## config.mk

```make
export PLATFORM = sky130hd
export DESIGN_NAME = mem_fetch_sequencer
export DESIGN_NICKNAME = d
export VERILOG_FILES = /design/src/rtl/mem_fetch_sequencer.sv
export SDC_FILE = /design/constraint.sdc
export NUM_CORES = 1
export LEC_CHECK = 0
export CAP_MARGIN = 25
export CORE_ASPECT_RATIO = 1.2
export CORE_UTILIZATION = 30
export DETAILED_ROUTE_END_ITERATION = 8
export DONT_BUFFER_PORTS = 1
export PLACE_DENSITY_LB_ADDON = 0.12
export SLEW_MARGIN = 15
export SYNTH_ARGS = -nofsm -noshare
export SYNTH_HDL_FRONTEND = slang
export SYNTH_SLANG_ARGS = --single-unit
```

## constraint.sdc

```tcl
create_clock -name clk -period 1.85 [get_ports clk]
set_input_delay 0.185 -clock clk [delete_from_list [all_inputs] [get_ports clk]]
set_output_delay 0.185 -clock clk [all_outputs]
set_load 0.01 [all_outputs]
```

## src/rtl/mem_fetch_sequencer.sv

```systemverilog
// Fetch arbiter and four-phase PH0 sequencer for the dual-rail memory-data demux.
// Optional per-state watchdog with sticky err: define MEM_FETCH_SEQ_TIMEOUT_EN.
module mem_fetch_sequencer #(
  parameter int SYNC_STAGES = 2,
  parameter int MAX_I_BURST = 4,
  parameter int TIMEOUT     = 64
) (
  input  logic clk,
  input  logic rst_n,
  input  logic i_req,
  input  logic d_req,
  input  logic mem_rdy,
  input  logic comp_data,
  input  logic comp_null,
  output logic PH0_t,
  output logic PH0_f,
  output logic mem_en,
  output logic i_gnt,
  output logic d_gnt,
  output logic i_done,
  output logic d_done,
  output logic busy,
  output logic err
);

  typedef enum logic [1:0] {S_IDLE, S_MEM_WAIT, S_DATA, S_NULL_WAIT} state_t;

  localparam logic [3:0] MAX_BURST = 4'(MAX_I_BURST);

  if (SYNC_STAGES < 2 || MAX_I_BURST < 1 || MAX_I_BURST > 15 || TIMEOUT < 1) begin : g_param_check
    $error("mem_fetch_sequencer: parameter out of range");
  end

  state_t                 r_state, w_state_next;
  logic [3:0]             r_burst_cnt, w_burst_next;
  logic [SYNC_STAGES-1:0] r_data_sync, r_null_sync;
  logic r_ph0_t, r_ph0_f, r_mem_en, r_i_gnt, r_d_gnt, r_i_done, r_d_done, r_busy;
  logic w_ph0_t_next, w_ph0_f_next, w_mem_en_next, w_i_gnt_next, w_d_gnt_next;
  logic w_i_done_next, w_d_done_next;
  logic w_data_synced, w_null_synced, w_d_wins, w_abort;

`ifdef MEM_FETCH_SEQ_TIMEOUT_EN
  localparam int            TW       = $clog2(TIMEOUT + 1);
  localparam logic [TW-1:0] TMO_LAST = TW'(TIMEOUT - 1);
  logic [TW-1:0] r_tmo_cnt;
  logic          r_err, r_abort, w_err_next, w_abort_next, w_timeout;

  assign w_timeout = (r_state != S_IDLE) && (r_tmo_cnt == TMO_LAST);
  assign w_abort   = r_abort;
  assign err       = r_err;
`else
  assign w_abort = 1'b0;
  assign err     = 1'b0;
`endif

  assign w_data_synced = r_data_sync[SYNC_STAGES-1];
  assign w_null_synced = r_null_sync[SYNC_STAGES-1];
  // Constant path wins once the instruction side has used up its burst allowance.
  assign w_d_wins      = d_req && (!i_req || (r_burst_cnt == MAX_BURST));

  always_ff @(posedge clk or negedge rst_n) begin
    if (!rst_n) begin
      r_data_sync <= '0;
      r_null_sync <= '0;
    end else begin
      r_data_sync <= {r_data_sync[SYNC_STAGES-2:0], comp_data};
      r_null_sync <= {r_null_sync[SYNC_STAGES-2:0], comp_null};
    end
  end

  always_comb begin
    w_state_next  = r_state;
    w_burst_next  = r_burst_cnt;
    w_ph0_t_next  = r_ph0_t;
    w_ph0_f_next  = r_ph0_f;
    w_mem_en_next = r_mem_en;
    w_i_gnt_next  = r_i_gnt;
    w_d_gnt_next  = r_d_gnt;
    w_i_done_next = 1'b0;
    w_d_done_next = 1'b0;
    case (r_state)
      S_IDLE: begin
        // A done pulse in flight blocks arbitration so a held req is not regranted.
        if ((i_req || d_req) && !r_i_done && !r_d_done) begin
          w_state_next  = S_MEM_WAIT;
          w_mem_en_next = 1'b1;
          if (w_d_wins) begin
            w_d_gnt_next = 1'b1;
            w_burst_next = '0;
          end else begin
            w_i_gnt_next = 1'b1;
            if (r_burst_cnt != MAX_BURST) w_burst_next = r_burst_cnt + 4'd1;
          end
        end
      end
      S_MEM_WAIT: begin
        if (mem_rdy) begin
          w_state_next  = S_DATA;
          w_mem_en_next = 1'b0;
          w_ph0_t_next  = r_i_gnt;
          w_ph0_f_next  = r_d_gnt;
        end
      end
      S_DATA: begin
        if (w_data_synced) begin
          w_state_next = S_NULL_WAIT;
          w_ph0_t_next = 1'b0;
          w_ph0_f_next = 1'b0;
        end
      end
      S_NULL_WAIT: begin
        if (w_null_synced) begin
          w_state_next  = S_IDLE;
          w_i_gnt_next  = 1'b0;
          w_d_gnt_next  = 1'b0;
          w_i_done_next = r_i_gnt & ~w_abort;
          w_d_done_next = r_d_gnt & ~w_abort;
        end
      end
      default: w_state_next = S_IDLE;
    endcase
`ifdef MEM_FETCH_SEQ_TIMEOUT_EN
    w_err_next   = r_err;
    w_abort_next = r_abort;
    if (w_timeout && (w_state_next == r_state)) begin
      w_err_next = 1'b1;
      if (r_state == S_NULL_WAIT) begin
        w_state_next = S_IDLE;
        w_i_gnt_next = 1'b0;
        w_d_gnt_next = 1'b0;
      end else begin
        w_state_next  = S_NULL_WAIT;
        w_abort_next  = 1'b1;
        w_ph0_t_next  = 1'b0;
        w_ph0_f_next  = 1'b0;
        w_mem_en_next = 1'b0;
      end
    end
    if (w_state_next == S_IDLE) w_abort_next = 1'b0;
`endif
  end

  always_ff @(posedge clk or negedge rst_n) begin
    if (!rst_n) begin
      r_state     <= S_IDLE;
      r_burst_cnt <= '0;
      r_ph0_t     <= 1'b0;
      r_ph0_f     <= 1'b0;
      r_mem_en    <= 1'b0;
      r_i_gnt     <= 1'b0;
      r_d_gnt     <= 1'b0;
      r_i_done    <= 1'b0;
      r_d_done    <= 1'b0;
      r_busy      <= 1'b0;
    end else begin
      r_state     <= w_state_next;
      r_burst_cnt <= w_burst_next;
      r_ph0_t     <= w_ph0_t_next;
      r_ph0_f     <= w_ph0_f_next;
      r_mem_en    <= w_mem_en_next;
      r_i_gnt     <= w_i_gnt_next;
      r_d_gnt     <= w_d_gnt_next;
      r_i_done    <= w_i_done_next;
      r_d_done    <= w_d_done_next;
      r_busy      <= (w_state_next != S_IDLE);
    end
  end

`ifdef MEM_FETCH_SEQ_TIMEOUT_EN
  // Counter restarts on every state change and parks at its limit while idle.
  always_ff @(posedge clk or negedge rst_n) begin
    if (!rst_n) begin
      r_tmo_cnt <= '0;
      r_err     <= 1'b0;
      r_abort   <= 1'b0;
    end else begin
      r_err   <= w_err_next;
      r_abort <= w_abort_next;
      if (w_state_next != r_state)  r_tmo_cnt <= '0;
      else if (r_tmo_cnt != TMO_LAST) r_tmo_cnt <= r_tmo_cnt + 1'b1;
    end
  end
`endif

  assign PH0_t  = r_ph0_t;
  assign PH0_f  = r_ph0_f;
  assign mem_en = r_mem_en;
  assign i_gnt  = r_i_gnt;
  assign d_gnt  = r_d_gnt;
  assign i_done = r_i_done;
  assign d_done = r_d_done;
  assign busy   = r_busy;

endmodule

```

==> impl_metrics.tcl, run 1 <==
set metrics [dict create \
    vias 571 \
    ys_async_sr_fraction_pct 100 \
    final_nets 91 \
    ys_types 30 \
    seq_area_frac_synth_pct 54.8 \
    core_area_um2 2580 \
    numCtsBuffers 3 \
    cp-end-kind "flip-flop" \
    min_from "mem_rdy" \
    setup.worst_path.class "reg2reg" \
    drc 0 \
    ys_warn_count 0 \
    crit_chain "or4_4 > o21ai_0 > o311ai_0" \
    rows 20 \
    cts_max_level 1 \
    crit_buf_inv 0 \
    r2r-start "r_state[0]" \
    synth_nets 87 \
    min_path_type "in2reg" \
    clkPwrFrac_pct 16.9 \
    max_freq_ghz 0.664 \
    numPortBuffers 0 \
    fin_crit_ns 1.51 \
    p_switching_uw 533 \
    status "finished, final reports clean" \
    mostFrequentLayoutCell "dfrtp_1" \
    gp_congestion 0.767 \
    syn_area_per_cell_um2 10.5 \
    leakagePower_uw 0.000387 \
    synth-edff-count 0 \
    grt_first_pass_wirelength_mm 2.47 \
    worst_slew_pin_slew_ns 0.798 \
    cap_viol_max_count 0 \
    syn_inst 78 \
    slowest_delay_ns 0.56 \
    fin_crit_sh_pct 81.4 \
    startpoint "r_state[0]" \
    grt_pass1_vias 549 \
    switching_share_pct 38.5 \
    rsz0062_at_grt "false" \
    start_util_pct 31.9 \
    final_max_slew_viol_count 0 \
    finalClockSkew_ns 0.00205 \
    place_ws_ns 0.352 \
    ios 16 \
    final_cell_mix "18 x dfrtp_1, 8 x nand2_1, 5 x nor2_1" \
    slew_headroom_pct 46.6 \
    max-vdd-ir-drop_v 0.000651 \
    pwr-share-seq_pct 53.5 \
    timing.final.hold_violations 0 \
    grt_start_max_net_pins 19 \
    synth_area_leaders "dfrtp_1 55%, nand2_1 3.7%, ha_1 3.0%, nand3b_1 2.7%, a21oi_1 2.4%" \
    vias_per_cell 5.01 \
    dieArea_um2 2950 \
    cp_data_arrival_time_ns 1.65 \
    critical_path.slowest_cell "or4_4" \
    antenna_found_initial 0 \
    synth_seq_cells 18 \
    finalSetupViolCount 0 \
    regToRegSetupSlack_ns 0.34 \
    grt_usage_pct 11.6 \
    cp-start-kind "flip-flop" \
    first_pass_iters 4 \
    area_growth_syn_to_layout_pct 10.5 \
    cts_tree "built" \
    nFillCells 255 \
    drive_gt1_share_pct 9.88 \
    synthFlopType "dfrtp_1" \
    clkSinkCount 18 \
    netlist_area_um2 822 \
    clk_pin_slew_ns 0.10 \
    yosysTopAreaCell "dfrtp_1" \
    postRouteAntennaNets 0 \
    clockBufferDepth 2 \
    clock_latency_ns 0.28 \
    dpl.hpwl_mm 1.16 \
    cp_max_fo 11 \
    intPower_uw 851 \
    drt_wl_total_mm 1.56 \
    antennaDiodeCount 0 \
    crit_required_ns 2.00 \
    first_iter_violations 12 \
    cts_root_buf "clkbuf_4" \
    die_w_um 49.8 \
    p_per_area_nw_per_um2 1520 \
    avgRoutedWirePerCell_um 13.6 \
    finalWorstSetupSlack_ns 0.343 \
    combPwrFrac_pct 29.6 \
    crit_family "simple AND/OR/NAND/NOR gates" \
    tns_ns 0 \
    gr-total-overflow 0 \
    synthDominantCellAreaShare_pct 54.8 \
    die_h_um 59.3 \
]
power groups by stage:
stage	sequential [uW]	combinational [uW]	clock, uW
floorplan	655	401	0
global placement	755	401	0
detailed placement	752	401	0
CTS	744	415	249
global route	765	474	261
finish	740	410	233
final cells by class:
cell class	instances	area, um^2	share of cell area [%]
multi-input cells	52	335	36.9
repair buffers	3	30.0	3.31
inverters	4	15.0	1.65
clock buffers	4	36.3	3.99
well taps	33	41.3	4.55
flip-flops and latches	18	450	49.6
cell families after synthesis:
group	after synthesis	synth area share, %
AND/OR/NAND/NOR	30	21.3
AO/OA/AOI/OAI	19	16.0
flip-flops	18	54.8
buffers and inverters	8	4.41
adder cells (fa/ha/maj)	2	3.04
other	1	0.456
sequential cells by signal, summed over array words and instances (netlist names):
signal       cells
r_burst_cnt      4
r_data_sync      2
r_null_sync      2
r_state          2
PH0_f            1
PH0_t            1
busy             1
d_done           1
d_gnt            1
i_done           1
i_gnt            1
mem_en           1
through the flow:
stage	util (%)	hold slack [ns]	cell area [um^2]	cells	power, uW
6_report	35.2	0.0528	908	114	1380
5_1_grt	35.2	0.0446	908	114	1500
4_1_cts	35.2	0.0408	908	114	1410
3_5_place_dp	32.7	-0.110	842	107	1150
3_3_place_gp	32.7	-0.110	842	107	1160
2_1_floorplan	-	-0.111	822	78	1060
Yosys cell counts, types with 2 or more instances:
cell type / instances
a21oi_1: 4
dfrtp_1: 18
buf_2: 2
nand2_1: 8
o21ai_0: 4
o22ai_1: 3
o211ai_1: 2
nor2b_1: 2
and2_1: 2
nand3_1: 3
inv_1: 4
ha_1: 2
nand3b_1: 3
nor2_1: 5
path summary, 6_finish.rpt:
path	to	depth (start not counted)
worst max-delay path	r_burst_cnt[1]	3
worst min-delay path	r_state[1]	2
worst max register to register	r_burst_cnt[1]	3
worst min register to register	r_null_sync[1]	0
max in group asynchronous	r_burst_cnt[2]	1
min in group asynchronous	PH0_t	1
metal layers:
layer  track usage, %  wire, um  vias to the layer above
met1             12.7       649                      278
met4             7.35        16                        0
met3             2.56        71                        2
met2             20.3       820                       12
met5                0         0                        -
li1                 -         -                      279
what timing repair did:
| action | in CTS | in global routing |
|---|---|---|
| hold endpoints to repair | 20 | 0 |
| hold buffers | 3 | 0 |
| resized for setup | 0 | 0 |
| setup buffers | 0 | 0 |
(Power assumes the default switching activity.)
==> run 2: changes to the inputs <==
--- a/config.mk
+++ b/config.mk
@@ -5,6 +5,7 @@
 export SDC_FILE = /design/constraint.sdc
 export NUM_CORES = 1
 export LEC_CHECK = 0
+export ABC_AREA = 1
 export CAP_MARGIN = 25
 export CORE_ASPECT_RATIO = 1.2
 export CORE_UTILIZATION = 30
==> constraint.sdc (replaced) <==
create_clock -name clk -period 1.3 [get_ports clk]
set_input_delay 0.13 -clock clk [delete_from_list [all_inputs] [get_ports clk]]
set_output_delay 0.13 -clock clk [all_outputs]
set_load 0.01 [all_outputs]
==> run 2 against run 1 <==
- critical path depth is 5 higher
- first-iteration DRC count is 75% lower
- synthesized cell count is 10% higher
- flip-flop and latch count stayed put
- highest routed layer unchanged
- die area is 4.1% lower
- register-to-register slack worse by 0.24 ns
- critical path type unchanged
- combinational power is 49% higher
- largest cell class unchanged
- wire length is 5.3% lower
- utilization is 2.8 points higher
- final cell count is 9.6% higher
- fmax is 26% higher
- non-clock buffer count is 3 higher
==> impl_metrics.tcl, run 2 <==
set metrics [dict create \
    tns_ns 0 \
    seq_area_frac_synth_pct 57.2 \
    synth-edff-count 0 \
    cp_max_fo 5 \
    finalSetupViolCount 0 \
    worst_slew_pin_slew_ns 0.820 \
    cp-start-kind "flip-flop" \
    ff2ff_path_depth 8 \
    synth_area_leaders "dfrtp_1 57%, nand2_1 9.5%, nand3_1 6.4%, inv_1 4.8%, nor2_1 4.3%" \
    avgRoutedWirePerCell_um 11.8 \
    cap_viol_max_count 0 \
    setup.worst_path.class "reg2reg" \
    ys_async_sr_fraction_pct 100 \
    cts_max_level 1 \
    leakagePower_uw 0.000450 \
    clockBufferDepth 2 \
    core_area_um2 2380 \
    drc 0 \
    timing.final.hold_violations 0 \
    fin_crit_sh_pct 92.0 \
    ys_types 18 \
    max-vdd-ir-drop_v 0.000764 \
    r2r-start "r_burst_cnt[1]" \
    grt_pass1_vias 561 \
    numPortBuffers 0 \
    ys_warn_count 0 \
    final_nets 105 \
    p_per_area_nw_per_um2 2010 \
    min_to "r_state[1]" \
    largest_register_ffs 4 \
    dpl.hpwl_mm 1.10 \
    drive_gt1_share_pct 14.9 \
    rsz0062_at_grt "false" \
    synthFlopType "dfrtp_1" \
    min_from "mem_rdy" \
    min_path_type "in2reg" \
    cts_root_buf "clkbuf_4" \
    dieArea_um2 2830 \
    synth_seq_cells 18 \
    grt_start_max_net_pins 19 \
    top_register "r_burst_cnt" \
    die_w_um 48.8 \
    synth_common_cells "20 x nand2_1, 18 x dfrtp_1, 10 x inv_1, 10 x nand3_1, 9 x nor2_1" \
    gr-total-overflow 0 \
    crit_required_ns 1.48 \
    cp-end-kind "flip-flop" \
    finalClockSkew_ns 0.00206 \
    antenna_found_initial 0 \
    final_cell_mix "19 x nand2_1, 18 x dfrtp_1, 10 x inv_1, 10 x nand3_1, 7 x nor2_1" \
    grt_usage_pct 12.1 \
    fin_crit_ns 1.20 \
    clock_latency_ns 0.28 \
    finalWorstSetupSlack_ns 0.104 \
    postRouteAntennaNets 0 \
    netlist_area_um2 787 \
    cts_tree "built" \
    nFillCells 247 \
    grt_first_pass_wirelength_mm 2.48 \
    numCtsBuffers 3 \
    area_growth_syn_to_layout_pct 14.8 \
    regToRegSetupSlack_ns 0.10 \
    antennaDiodeCount 0 \
    r2r-end "r_burst_cnt[2]" \
    clkSinkCount 18 \
    synth_nets 95 \
    vias 549 \
    slew_headroom_pct 45.1 \
    syn_area_per_cell_um2 9.15 \
    ios 16 \
    place_ws_ns 0.0702 \
    synthDominantCellAreaShare_pct 57.2 \
    start_util_pct 33.1 \
    rows 19 \
    yosysTopAreaCell "dfrtp_1" \
    mostFrequentLayoutCell "nand2_1" \
    hold_path_depth 2 \
    die_h_um 58.1 \
    first_iter_violations 3 \
    gp_congestion 0.773 \
    syn_inst 86 \
    vias_per_cell 4.39 \
    clk_pin_slew_ns 0.10 \
    final_max_slew_viol_count 0 \
    max_freq_ghz 0.836 \
    drt_wl_total_mm 1.47 \
    status "finished, final reports clean" \
    yosysMostFrequentCell "nand2_1" \
    first_pass_iters 4 \
    cp_data_arrival_time_ns 1.38 \
]
## run 2: metrics by stage
step | total power (uW) | hold WS [ns] | cell area (um^2) | utilization (%) | instances
floorplan | 1370 | -0.166 | 787 | - | 86
global placement | 1540 | -0.165 | 826 | 34.7 | 117
detailed placement | 1530 | -0.165 | 826 | 34.7 | 117
CTS | 1820 | 0.0455 | 888 | 37.4 | 124
global route | 1990 | 0.0533 | 903 | 38.0 | 125
finish | 1820 | 0.0476 | 903 | 38.0 | 125
## run 2: kinds of logic (layout without fill, tap and decap cells)
family | count (synthesis) | after routing | share of synthesized area, %
and+or+nand+nor | 47 | 47 | 28.6
DFF | 18 | 18 | 57.2
AOI/OAI and AO/OA | 5 | 5 | 3.18
xor gates and xnor gates | 1 | 1 | 1.11
buffers and inverters | 12 | 20 | 6.20
adders and majority gates | 2 | 2 | 3.18
other | 1 | 1 | 0.476
## run 2: what timing repair did
item | in CTS | in global routing
buffers inserted | 0 | 1
setup endpoints to repair | 0 | 6
hold buffers | 4 | 0
hold endpoints to repair | 21 | 0
gates resized for setup | 0 | 3
## run 2: power by group
| group | internal (uW) | total (uW) | switching [uW] |
|---|---|---|---|
| Sequential | 741 | 943 | 203 |
| Combinational | 238 | 610 | 372 |
| Clock | 107 | 266 | 158 |
| Total | 1090 | 1820 | 733 |
## run 2: critical path, stage by stage (launching register included)
cell,delay [ns]
dfrtp_1,0.40
inv_1,0.05
ha_1,0.17
nand3_1,0.09
nor2_1,0.07
nor2_4,0.14
inv_2,0.06
nand2_1,0.05
nand2_1,0.05
## run 2: worst max-delay path by stage
| stage | slack (ns) | end | startpoint | cells past startpoint |
|---|---|---|---|---|
| finish | 0.10 | r_burst_cnt[2] | r_burst_cnt[1] | 8 |
| floorplan | 0.13 | r_burst_cnt[2] | r_burst_cnt[0] | 8 |
| global placement | 0.05 | r_burst_cnt[1] | r_burst_cnt[1] | 8 |
| global route | 0.001 | r_burst_cnt[0] | r_burst_cnt[0] | 8 |
| CTS | 0.05 | r_burst_cnt[1] | r_burst_cnt[1] | 8 |
| detailed placement | 0.07 | r_burst_cnt[1] | r_burst_cnt[1] | 8 |
## run 2: layer usage
metal  wire (um)  share of wire [%]  global-route usage [%]  vias to the layer above
li1            -                  -                       -                      284
met1         640                 43                    12.9                      251
met2         754                 51                    21.8                       12
met3          61                4.1                    3.15                        2
met4          17                1.2                    6.30                        0
met5           0                  0                       0                        -
## run 2: final cells by class
class	count	area [um^2]	share of cell area [%]
well taps	31	38.8	4.29
clock buffers	3	22.5	2.49
multi-input cells	56	295	32.7
flip-flops and latches	18	450	49.9
repair buffers	6	55.1	6.09
inverters	11	41.3	4.57
==> run 3: changes to the inputs <==
==> constraint.sdc (replaced) <==
create_clock -name clk -period 1.3 [get_ports clk]
set_input_delay 0.195 -clock clk [delete_from_list [all_inputs] [get_ports clk]]
set_output_delay 0.195 -clock clk [all_outputs]
set_load 0.01 [all_outputs]
==> run 3 against run 2 <==
- final cell count down 0.80%
- final area down 1.1%
- first-iteration DRC count up 33%
- total power down 0.18%
- combinational power down 0.7%
- critical path type unchanged
- largest cell class unchanged
==> impl_metrics.tcl, run 3 (synthesis gave the netlist of run 2 again) <==
set metrics [dict create \
    cap_viol_max_count 0 \
    grt_usage_pct 12.0 \
    worst_slew_pin_slew_ns 0.812 \
    grt_first_pass_wirelength_mm 2.46 \
    cp_max_fo 5 \
    timing.final.hold_violations 0 \
    postRouteAntennaNets 0 \
    gp_congestion 0.773 \
    grt_start_max_net_pins 19 \
    gr-total-overflow 0 \
    power_uw 1820 \
    min_path_type "in2reg" \
    rsz0062_at_grt "false" \
    max_freq_ghz 0.837 \
    die_w_um 48.8 \
    mostFrequentLayoutCell "nand2_1" \
    p_per_area_nw_per_um2 2030 \
    antennaDiodeCount 0 \
    status "finished, final reports clean" \
    cp-start-kind "flip-flop" \
    numPortBuffers 0 \
    final_nets 104 \
    avgRoutedWirePerCell_um 11.7 \
    rows 19 \
    first_pass_iters 4 \
    setup.worst_path.class "reg2reg" \
    area_growth_syn_to_layout_pct 13.5 \
    clock_latency_ns 0.28 \
    cts_max_level 1 \
    leakagePower_uw 0.000446 \
    fin_crit_ns 1.19 \
    first_iter_violations 4 \
    clockBufferDepth 2 \
    drc 0 \
    vias_per_cell 4.37 \
    slew_headroom_pct 45.7 \
    max-vdd-ir-drop_v 0.000763 \
    drive_gt1_share_pct 15.1 \
    numCtsBuffers 3 \
    dieArea_um2 2830 \
    core_area_um2 2380 \
    clk_pin_slew_ns 0.10 \
    finalWorstSetupSlack_ns 0.106 \
    cts_root_buf "clkbuf_4" \
    grt_pass1_vias 557 \
    regToRegSetupSlack_ns 0.11 \
    ios 16 \
    antenna_found_initial 0 \
    finalClockSkew_ns 0.00151 \
    cts_tree "built" \
    die_h_um 58.1 \
    cp_data_arrival_time_ns 1.37 \
    cp-end-kind "flip-flop" \
    vias 542 \
    place_ws_ns 0.0702 \
    fin_crit_sh_pct 91.9 \
    dpl.hpwl_mm 1.10 \
    final_max_slew_viol_count 0 \
    clkSinkCount 18 \
    start_util_pct 33.1 \
    final_cell_mix "19 x nand2_1, 18 x dfrtp_1, 10 x inv_1, 10 x nand3_1, 7 x nor2_1" \
    drt_wl_total_mm 1.46 \
    tns_ns 0 \
    largest_register_ffs 4 \
    finalSetupViolCount 0 \
    crit_required_ns 1.48 \
    top_register "r_burst_cnt" \
]
==> run 3: repair_timing <==
item / in CTS / in global routing
endpoints found under the setup margin: 0 / 6
hold buffers: 3 / 0
resized for setup: 0 / 3
hold endpoints to repair: 20 / 0
buffers inserted: 0 / 1
==> run 3: worst paths after layout <==
kind,startpoint,to,cells after the start
max,r_burst_cnt[1],r_burst_cnt[1],8
min in group asynchronous,rst_n,r_state[0],1
max in group asynchronous,rst_n,PH0_t,1
min reg2reg,r_data_sync[0],r_data_sync[1],0
max reg2reg,r_burst_cnt[1],r_burst_cnt[1],8
min,d_req,d_gnt,2
==> run 3: where the power goes <==
group	switching, uW	internal, uW
clock	159	107
sequential	203	741
combinational	370	236
==> run 3: cell type report <==
cell class                      instances  area (um^2)
Fill cell                             248         1480
Tap cell                               31         38.8
Timing Repair Buffer                    5         45.0
Sequential cell                        18          450
Inverter                               11         41.3
Multi-Input combinational cell         56          295
Clock buffer                            3         22.5
==> run 3: metal layers <==
| metal | global-route usage, % | part of all wire (%) |
|---|---|---|
| met5 | 0 | 0 |
| met3 | 3.67 | 5.2 |
| met2 | 21.8 | 51 |
| met1 | 12.4 | 43 |
| met4 | 6.30 | 1.2 |
==> run 3: worst max-delay path, cell delays in order (launching register included) <==
cell	delay, ns
dfrtp_1	0.40
inv_1	0.05
ha_1	0.17
nand3_1	0.09
nor2_1	0.07
nor2_4	0.14
inv_2	0.06
nand2_1	0.05
nand2_1	0.05
==> run 3: metrics by stage <==
stage | utilization [%] | hold slack (ns) | instance area (um^2) | std cells
final | 37.6 | 0.0716 | 893 | 124
after global routing | 37.6 | 0.0707 | 893 | 124
after CTS | 36.9 | 0.0630 | 878 | 123
after detailed placement | 34.7 | -0.100 | 826 | 117
after global placement | 34.7 | -0.100 | 826 | 117
after floorplan | - | -0.101 | 787 | 86
